## src/rtl/rotation_tracker_pkg.sv

```systemverilog
// Shared definitions for the rotation tracker: the direction codes coming
// from the quadrature detector, the motion status encoding and the tracker
// state enum.
package rotation_pkg;

    localparam logic [1:0] DIR_CW      = 2'b11;
    localparam logic [1:0] DIR_CCW     = 2'b00;
    localparam logic [1:0] DIR_STILL   = 2'b01;
    localparam logic [1:0] DIR_UNKNOWN = 2'b10;

    // Motion status reuses the direction encoding; 10 means faulted.
    localparam logic [1:0] MOTION_FAULT = 2'b10;

    typedef enum logic {
        TRACK = 1'b0,
        FAULT = 1'b1
    } track_state_t;

endpackage

```

## src/rtl/rotation_tracker_rate_window.sv

```systemverilog
// Windowed step-rate measurement: a free-running window counter, a
// saturating step counter and a latched speed value with a one-cycle
// update pulse at the end of each window.
module rate_window #(
    parameter int WINDOW_CYCLES = 16,
    parameter int SPD_W         = 8
) (
    input  logic             clk,
    input  logic             reset,
    input  logic             step,
    output logic [SPD_W-1:0] speed,
    output logic             speed_valid
);

    localparam int WIN_W = $clog2(WINDOW_CYCLES);
    localparam logic [WIN_W-1:0] WIN_LAST = WIN_W'(WINDOW_CYCLES - 1);

    logic [WIN_W-1:0] win_cnt;
    logic [SPD_W-1:0] step_cnt;
    logic [SPD_W-1:0] step_total;

    // Step count including this cycle's step, saturating at all-ones.
    always_comb begin
        step_total = step_cnt;
        if (step && (step_cnt != '1)) begin
            step_total = step_cnt + 1'b1;
        end
    end

    // Window bookkeeping: latch the count and pulse valid on the last cycle.
    always_ff @(posedge clk) begin
        if (reset) begin
            win_cnt     <= '0;
            step_cnt    <= '0;
            speed       <= '0;
            speed_valid <= 1'b0;
        end else if (win_cnt == WIN_LAST) begin
            win_cnt     <= '0;
            step_cnt    <= '0;
            speed       <= step_total;
            speed_valid <= 1'b1;
        end else begin
            win_cnt     <= win_cnt + 1'b1;
            step_cnt    <= step_total;
            speed_valid <= 1'b0;
        end
    end

endmodule

```

## src/rtl/rotation_tracker.sv

```systemverilog
// Rotation tracker: turns per-cycle direction codes into position within a
// revolution, a signed revolution count, motion status with stall timeout,
// a windowed speed, and a sticky fault on repeated illegal transitions.
module rotation_tracker #(
    parameter int COUNTS_PER_REV = 8,
    parameter int POS_W          = 8,
    parameter int REV_W          = 8,
    parameter int WINDOW_CYCLES  = 16,
    parameter int SPD_W          = 8,
    parameter int STALL_CYCLES   = 4,
    parameter int FAULT_THRESH   = 3,
    parameter int ERR_W          = 8
) (
    input  logic             clk,
    input  logic             reset,
    input  logic [1:0]       dir_code,
    input  logic             zero_pos,
    input  logic             clear_fault,
    output logic [POS_W-1:0] position,
    output logic [REV_W-1:0] revolutions,
    output logic [SPD_W-1:0] speed,
    output logic             speed_valid,
    output logic [1:0]       motion,
    output logic             fault,
    output logic [ERR_W-1:0] err_count
);

    import rotation_pkg::*;

    localparam int STALL_W  = $clog2(STALL_CYCLES + 1);
    localparam int CONSEC_W = $clog2(FAULT_THRESH + 1);
    localparam logic [POS_W-1:0]    POS_MAX    = POS_W'(COUNTS_PER_REV - 1);
    localparam logic [STALL_W-1:0]  STALL_MAX  = STALL_W'(STALL_CYCLES);
    localparam logic [CONSEC_W-1:0] CONSEC_MAX = CONSEC_W'(FAULT_THRESH);

    track_state_t        state, state_next;
    logic [POS_W-1:0]    pos_next;
    logic [REV_W-1:0]    rev_next;
    logic [1:0]          motion_next;
    logic                fault_next;
    logic [ERR_W-1:0]    err_next;
    logic [STALL_W-1:0]  stall_cnt, stall_next, stall_sat;
    logic [CONSEC_W-1:0] consec_cnt, consec_next;
    logic                step;

    // State and all tracked outputs are registered; reset overrides everything.
    always_ff @(posedge clk) begin
        if (reset) begin
            state       <= TRACK;
            position    <= '0;
            revolutions <= '0;
            motion      <= DIR_STILL;
            fault       <= 1'b0;
            err_count   <= '0;
            stall_cnt   <= '0;
            consec_cnt  <= '0;
        end else begin
            state       <= state_next;
            position    <= pos_next;
            revolutions <= rev_next;
            motion      <= motion_next;
            fault       <= fault_next;
            err_count   <= err_next;
            stall_cnt   <= stall_next;
            consec_cnt  <= consec_next;
        end
    end

    // Next-state and next-output logic for the TRACK/FAULT machine.
    always_comb begin
        state_next  = state;
        pos_next    = position;
        rev_next    = revolutions;
        motion_next = motion;
        fault_next  = fault;
        err_next    = err_count;
        stall_next  = stall_cnt;
        consec_next = consec_cnt;
        step        = 1'b0;
        stall_sat   = (stall_cnt == STALL_MAX) ? stall_cnt : stall_cnt + 1'b1;

        if ((dir_code == DIR_UNKNOWN) && (err_count != '1)) begin
            err_next = err_count + 1'b1;
        end

        case (state)
            TRACK: begin
                case (dir_code)
                    DIR_CW: begin
                        step        = 1'b1;
                        motion_next = DIR_CW;
                        stall_next  = '0;
                        consec_next = '0;
                        if (position == POS_MAX) begin
                            pos_next = '0;
                            rev_next = revolutions + 1'b1;
                        end else begin
                            pos_next = position + 1'b1;
                        end
                    end
                    DIR_CCW: begin
                        step        = 1'b1;
                        motion_next = DIR_CCW;
                        stall_next  = '0;
                        consec_next = '0;
                        if (position == '0) begin
                            pos_next = POS_MAX;
                            rev_next = revolutions - 1'b1;
                        end else begin
                            pos_next = position - 1'b1;
                        end
                    end
                    DIR_STILL: begin
                        stall_next  = stall_sat;
                        consec_next = '0;
                        if (stall_sat == STALL_MAX) begin
                            motion_next = DIR_STILL;
                        end
                    end
                    default: begin
                        stall_next  = stall_sat;
                        consec_next = consec_cnt + 1'b1;
                        if (stall_sat == STALL_MAX) begin
                            motion_next = DIR_STILL;
                        end
                    end
                endcase

                if (clear_fault) begin
                    consec_next = '0;
                end else if (consec_next == CONSEC_MAX) begin
                    state_next  = FAULT;
                    fault_next  = 1'b1;
                    motion_next = MOTION_FAULT;
                end
            end
            FAULT: begin
                if (clear_fault) begin
                    state_next  = TRACK;
                    fault_next  = 1'b0;
                    motion_next = DIR_STILL;
                    consec_next = '0;
                    stall_next  = '0;
                end
            end
            default: begin
                state_next = TRACK;
            end
        endcase

        if (zero_pos) begin
            pos_next = '0;
            rev_next = '0;
        end
    end

    rate_window #(
        .WINDOW_CYCLES(WINDOW_CYCLES),
        .SPD_W        (SPD_W)
    ) u_rate_window (
        .clk        (clk),
        .reset      (reset),
        .step       (step),
        .speed      (speed),
        .speed_valid(speed_valid)
    );

endmodule

```

## config.mk

```make
export PLATFORM = sky130hd
export DESIGN_NAME = rotation_tracker
export DESIGN_NICKNAME = d
export VERILOG_FILES = /design/src/rtl/rotation_tracker_pkg.sv /design/src/rtl/rotation_tracker_rate_window.sv /design/src/rtl/rotation_tracker.sv
export SDC_FILE = /design/constraint.sdc
export NUM_CORES = 1
export LEC_CHECK = 0
export BUFFER_PORTS_ARGS = -buffer_cell sky130_fd_sc_hd__clkbuf_2
export CORE_MARGIN = 3
export CORE_UTILIZATION = 35
export CTS_BUF_LIST = sky130_fd_sc_hd__clkbuf_4 sky130_fd_sc_hd__clkbuf_8
export CTS_CLUSTER_DIAMETER = 200
export CTS_CLUSTER_SIZE = 14
export DETAILED_ROUTE_END_ITERATION = 10
export PLACE_DENSITY = 0.65
export SLEW_MARGIN = 30
export SYNTH_ARGS = -nofsm -noshare
export SYNTH_HDL_FRONTEND = slang
export SYNTH_SLANG_ARGS = --single-unit
```

## constraint.sdc

```tcl
create_clock -name clk -period 2 [get_ports clk]
set_input_delay 0.2 -clock clk [delete_from_list [all_inputs] [get_ports clk]]
set_output_delay 0.2 -clock clk [all_outputs]
set_load 0.005 [all_outputs]
```

==> results.json, run 1 <==
{
  "reg2reg_depth": 6,
  "die_area_sq_mm": 0.009552,
  "post-route-period-util_pct": 95.50,
  "nNetsFinal": 453,
  "grt_pass1_vias": 2580,
  "clk_pin_slew_ps": 100,
  "multi_input_area_sq_mm": 0.001752,
  "dp_hpwl_um": 5278,
  "place_congestion": 0.8824,
  "r2r_end": "revolutions[3]",
  "seq_area_sq_mm": 0.001081,
  "power_frac_comb_pct": 16.7,
  "synth.cell_area_sq_mm": 0.002945,
  "powerDensity_mw_per_mm2": 611.3,
  "hold_viol_final": 0,
  "syn2layout_area_growth_pct": 24.13,
  "p_int_uw": 1648,
  "p_sw_uw": 587.0,
  "die_x_um": 97.74,
  "core-area_sq_mm": 0.007928,
  "cts-hold-fix-buffers": 0,
  "antenna_cells": 0,
  "totalWireLength_um": 6908,
  "ys_types": 56,
  "crit_slowest_cell": "a221o_2",
  "status": "completed",
  "max_slew_margin_pct": 61.10,
  "yosys_register_bits": 54,
  "vias": 2710,
  "fin_setup_tns_ps": 0,
  "overflow": 0,
  "port_buffers": 41,
  "synth_top_flop_cell": "dfxtp_1",
  "dpl.cell_count": 523,
  "path_max_fanout": 9,
  "h-tree-depth": 2,
  "path_class": "reg2reg",
  "drcViolationCount": 0,
  "vias_per_cell": 5.113,
  "yosysSeqAreaShare_pct": 36.70,
  "holdPathEnd": "state",
  "yosysTopAreaCell": "dfxtp_1",
  "ys_warn_count": 0,
  "wl_per_cell_um": 13.03,
  "netlist_top_cells_count": "dfxtp_1 (54), nor2_1 (42), nand2_1 (30)",
  "fp.dieH_um": 97.74,
  "synth_area_leaders": "dfxtp_1 (37%), ha_1 (7.6%), nor2_1 (5.4%), nand2_1 (3.8%), o21ai_0 (3.6%)",
  "end_kind": "flop",
  "cp_cell_sequence": "nor4_4 -> nand3_2 -> a221o_2 -> buf_4 -> mux2i_1 -> nor2_1",
  "synthArstFlopShare_pct": 0,
  "crit_buf_inv": 1,
  "drt_iter0_markers": 97,
  "cp.arrival_ps": 2110,
  "hold-path-cell-count": 2,
  "setup_viol": 0,
  "sw_frac_of_total_pct": 26.26,
  "synth_edf_count": 0,
  "fmax_ghz": 0.5236,
  "hold_slack_ps": 167.3,
  "grtUsageTotal_pct": 14.96,
  "cts.sink_count": 54,
  "cts_root_buf": "clkbuf_8",
  "placed_cell_area_sq_mm": 0.003532,
  "critPathLaunchType": "flop",
  "numCtsBuffers": 5,
  "syn_nets": 378,
  "irDropWorstVdd_mv": 0.3361,
  "tritoncts": "done",
  "final_cells": 530,
  "antenna_left": 0,
  "row_count": 32,
  "tightest_slew_ps": 575.4,
  "layout-drive-gt1-share_pct": 25.00,
  "netlist_instances": 353,
  "skew_ps": 4.224,
  "clock_power_share_pct": 32.5,
  "fillCellCount": 796,
  "p_leak_uw": 0.001557,
  "cp.required_ps": 2200,
  "cts_resized": 0,
  "worst_hold_startpoint": "clear_fault",
  "rsz0062_at_grt": "yes",
  "fin_util_pct": 46.12,
  "io-pin-count": 42,
  "firstDrtPassIters": 4,
  "final_area_sq_mm": 0.003656,
  "cpPeakStageDelay_ps": 510,
  "yosys.area.top_type_share_pct": 36.70,
  "syn_avg_cell_area_sq_um": 8.344,
  "insertion_delay_ps": 300,
  "timing.rr.start": "position[7]",
  "hold_class": "in2reg",
  "max_cap_viol_count": 0,
  "post_cts_buffers": 0,
  "min_period_ps": 1910,
  "grt_start_max_net_pins": 17,
  "initial_core_util_pct": 37.15,
  "antenna_found_initial": 0,
  "drv_slew": 0,
  "critPathTopFamily": "simple AND/OR/NAND/NOR gates",
  "grt_pass1_wl_um": 12100,
  "yosysMostFrequentCell": "dfxtp_1",
  "cts_buffer_depth": 2,
  "reg2reg_slack_ps": 90,
  "p_seq_share_pct": 50.9
}
[logic make-up (layout without fill, tap and decap cells)]
family / Yosys count / after routing / synth area share, %
mux: 9 / 9 / 3.229
fa+ha+maj: 19 / 19 / 8.326
flops: 54 / 54 / 36.70
compound gates: 80 / 80 / 17.59
simple gates: 140 / 140 / 24.00
buf+inv: 32 / 107 / 4.503
xor+xnor: 19 / 19 / 5.650
[power groups by stage]
stage / Clock (uW) / Sequential, uW / Combinational [uW]
3_5_place_dp: 0 / 1160 / 368
6_report: 726 / 1140 / 372
2_1_floorplan: 0 / 1150 / 238
5_1_grt: 808 / 1140 / 419
3_3_place_gp: 0 / 1160 / 360
4_1_cts: 760 / 1140 / 371
[layout make-up]
type,instances,share of cell area [%]
Multi-Input combinational cell,267,47.91
Tap cell,102,3.491
Timing Repair Buffer,84,14.44
Inverter,16,1.643
Sequential cell,54,29.57
Clock buffer,5,1.882
Clock inverter,2,1.061
[worst max path at each step]
stage / cells after the start / end / slack (ps) / start
after floorplan: 8 / revolutions[7] / 0.3 / dir_code[0]
after global placement: 9 / revolutions[7] / -150 / dir_code[0]
after detailed placement: 9 / revolutions[7] / -240 / dir_code[0]
after CTS: 5 / revolutions[7] / 60 / position[7]
after global routing: 5 / revolutions[7] / -10 / position[7]
final: 6 / revolutions[3] / 90 / position[7]
[registers in the layout, summed over array words and instances (netlist names)]
signal,count
err_count,8
position,8
revolutions,8
u_rate_window.speed,8
u_rate_window.step_cnt,8
u_rate_window.win_cnt,4
stall_cnt,3
consec_cnt,2
motion,2
fault,1
state,1
u_rate_window.speed_valid,1
[worst reg2reg max path, stage by stage, from the launching register on]
cell	delay, ps
dfxtp_1	340
nor4_4	420
nand3_2	150
a221o_2	510
buf_4	180
mux2i_1	140
nor2_1	50
[per-layer routing]
| layer | track usage, % | wire length (um) | up-vias |
|---|---|---|---|
| met5 | 0 | 0 | - |
| met1 | 20.26 | 3357 | 1250 |
| met2 | 24.41 | 3187 | 58 |
| met4 | 2.875 | 53 | 0 |
| li1 | - | - | 1395 |
| met3 | 3.714 | 308 | 7 |
[cell usage in the layout, fill, tap and decap left out, types with 8 or more instances in the layout]
cell,count
nand4_1,8
xor2_1,10
a21oi_1,13
dfxtp_1,54
nor2_1,41
inv_1,16
clkbuf_2,41
o211ai_1,8
nand2_1,30
nand3_1,11
nor3_1,8
xnor2_1,9
mux2i_1,8
buf_4,43
o21ai_0,21
ha_1,17
[metrics by stage]
stage / worst slack [ps] / total power, uW
3_3_place_gp: -151.4 / 1520
4_1_cts: 57.69 / 2267
6_report: 89.97 / 2235
5_1_grt: -12.04 / 2370
3_5_place_dp: -239.1 / 1530
2_1_floorplan: 0.2558 / 1393
Note: power is estimated with default switching activity, not from simulation.
==> inputs of run 2 (changes only) <==
Settings changed: CELL_PAD_IN_SITES_DETAIL_PLACEMENT set to 1, CELL_PAD_IN_SITES_GLOBAL_PLACEMENT set to 2, CORE_UTILIZATION 35 to 32, PLACE_DENSITY 0.65 to 0.88.
==> results.json, run 2 (synthesis gave the netlist of run 1 again) <==
{
  "dp_hpwl_um": 6142,
  "path_max_fanout": 3,
  "tritoncts": "done",
  "status": "completed",
  "seq_area_sq_mm": 0.001082,
  "antenna_left": 0,
  "row_count": 34,
  "fillCellCount": 1086,
  "grt_start_max_net_pins": 19,
  "post-route-period-util_pct": 96.03,
  "die_x_um": 101.9,
  "cts_buffer_depth": 2,
  "h-tree-depth": 2,
  "grt_pass1_wl_um": 13510,
  "vias": 2791,
  "cts_root_buf": "clkbuf_8",
  "place_congestion": 0.8318,
  "drv_slew": 0,
  "p_seq_share_pct": 49.4,
  "hold_class": "in2reg",
  "p_leak_uw": 0.001549,
  "end_kind": "flop",
  "core-area_sq_mm": 0.008848,
  "final_common_cell": "dfxtp_1",
  "hold_viol_final": 0,
  "firstDrtPassIters": 4,
  "fp.dieH_um": 101.9,
  "numCtsBuffers": 5,
  "io-pin-count": 42,
  "wl_per_cell_um": 14.90,
  "sw_frac_of_total_pct": 27.78,
  "layout-drive-gt1-share_pct": 24.18,
  "power_frac_comb_pct": 16.4,
  "irDropWorstVdd_mv": 0.3763,
  "mostFrequentLayoutCells": "dfxtp_1 (53), nor2_1 (42), clkbuf_2 (41)",
  "cts_resized": 0,
  "rsz0062_at_grt": "yes",
  "vias_per_cell": 5.227,
  "max_cap_viol_count": 0,
  "max_slew_margin_pct": 66.38,
  "nNetsFinal": 450,
  "cp.arrival_ps": 2160,
  "initial_core_util_pct": 33.29,
  "post_cts_buffers": 0,
  "multi_input_area_sq_mm": 0.001743,
  "die_area_sq_mm": 0.01039,
  "antenna_cells": 0,
  "grt_pass1_vias": 2868,
  "skew_ps": 10.61,
  "totalWireLength_um": 7959,
  "drt_iter0_markers": 50,
  "setup_viol": 0,
  "antenna_found_initial": 0,
  "clock_power_share_pct": 34.1,
  "powerDensity_mw_per_mm2": 631.6,
  "p_int_uw": 1661,
  "fin_util_pct": 41.16,
  "path_class": "reg2reg",
  "p_sw_uw": 639.0,
  "min_period_ps": 1921,
  "port_buffers": 41,
  "drcViolationCount": 0,
  "critPathLaunchType": "flop",
  "cts.sink_count": 54,
  "insertion_delay_ps": 310,
  "cts-hold-fix-buffers": 0,
  "fin_setup_tns_ps": 0,
  "fmax_ghz": 0.5207,
  "grtUsageTotal_pct": 16.00,
  "syn2layout_area_growth_pct": 23.66,
  "clk_pin_slew_ps": 110,
  "tightest_slew_ps": 500.0,
  "cp.required_ps": 2240,
  "overflow": 0
}
-- run 2: path summary, 6_finish.rpt --
| kind | to | cells after the start | slack, ps | start |
|---|---|---|---|---|
| worst min register to register | u_rate_window.win_cnt[0] | 1 | 460 | u_rate_window.win_cnt[0] |
| worst max-delay path | revolutions[7] | 6 | 80 | revolutions[4] |
| worst min-delay path | consec_cnt[0] | 2 | 150 | clear_fault |
| worst max register to register | revolutions[7] | 6 | 80 | revolutions[4] |
-- run 2: area by class of cell --
cell class	count	share of cell area, %
inverters	16	1.649
multi-input cells	267	47.85
well taps	108	3.710
repair buffers	81	13.88
flip-flops and latches	54	29.71
clock buffers	5	1.889
clock inverters	3	1.305
-- run 2: power groups by stage --
stage	combinational, uW	sequential [uW]	clock, uW
3_5_place_dp	379	1160	0
6_report	378	1140	785
4_1_cts	382	1140	824
2_1_floorplan	238	1150	0
3_3_place_gp	364	1160	0
5_1_grt	430	1140	868
-- run 2: per-layer routing --
metal	track usage, %	wire (um)	vias to the layer above
met5	0	0	-
met4	4.339	80	0
met3	3.003	285	8
met2	27.26	3851	48
met1	20.78	3741	1348
li1	-	-	1387
-- run 2: metrics by stage --
stage | area (sq um) | setup WS (ps) | total power [uW] | hold slack, ps | std cells
global placement | 3517 | -152.4 | 1524 | 430.1 | 526
CTS | 3633 | 7.728 | 2343 | 145.4 | 534
detailed placement | 3517 | -295.9 | 1542 | 444.4 | 526
floorplan | 2950 | 0.2558 | 1393 | 278.5 | 353
global route | 3642 | -54.88 | 2442 | 161.8 | 534
finish | 3642 | 79.33 | 2300 | 149.2 | 534
-- run 2: critical path, cell delays in order (launching register included) --
cell	delay [ps]
dfxtp_1	350
ha_1	340
a21oi_1	200
o21ai_0	140
or3_1	340
a221oi_2	240
mux2i_1	240
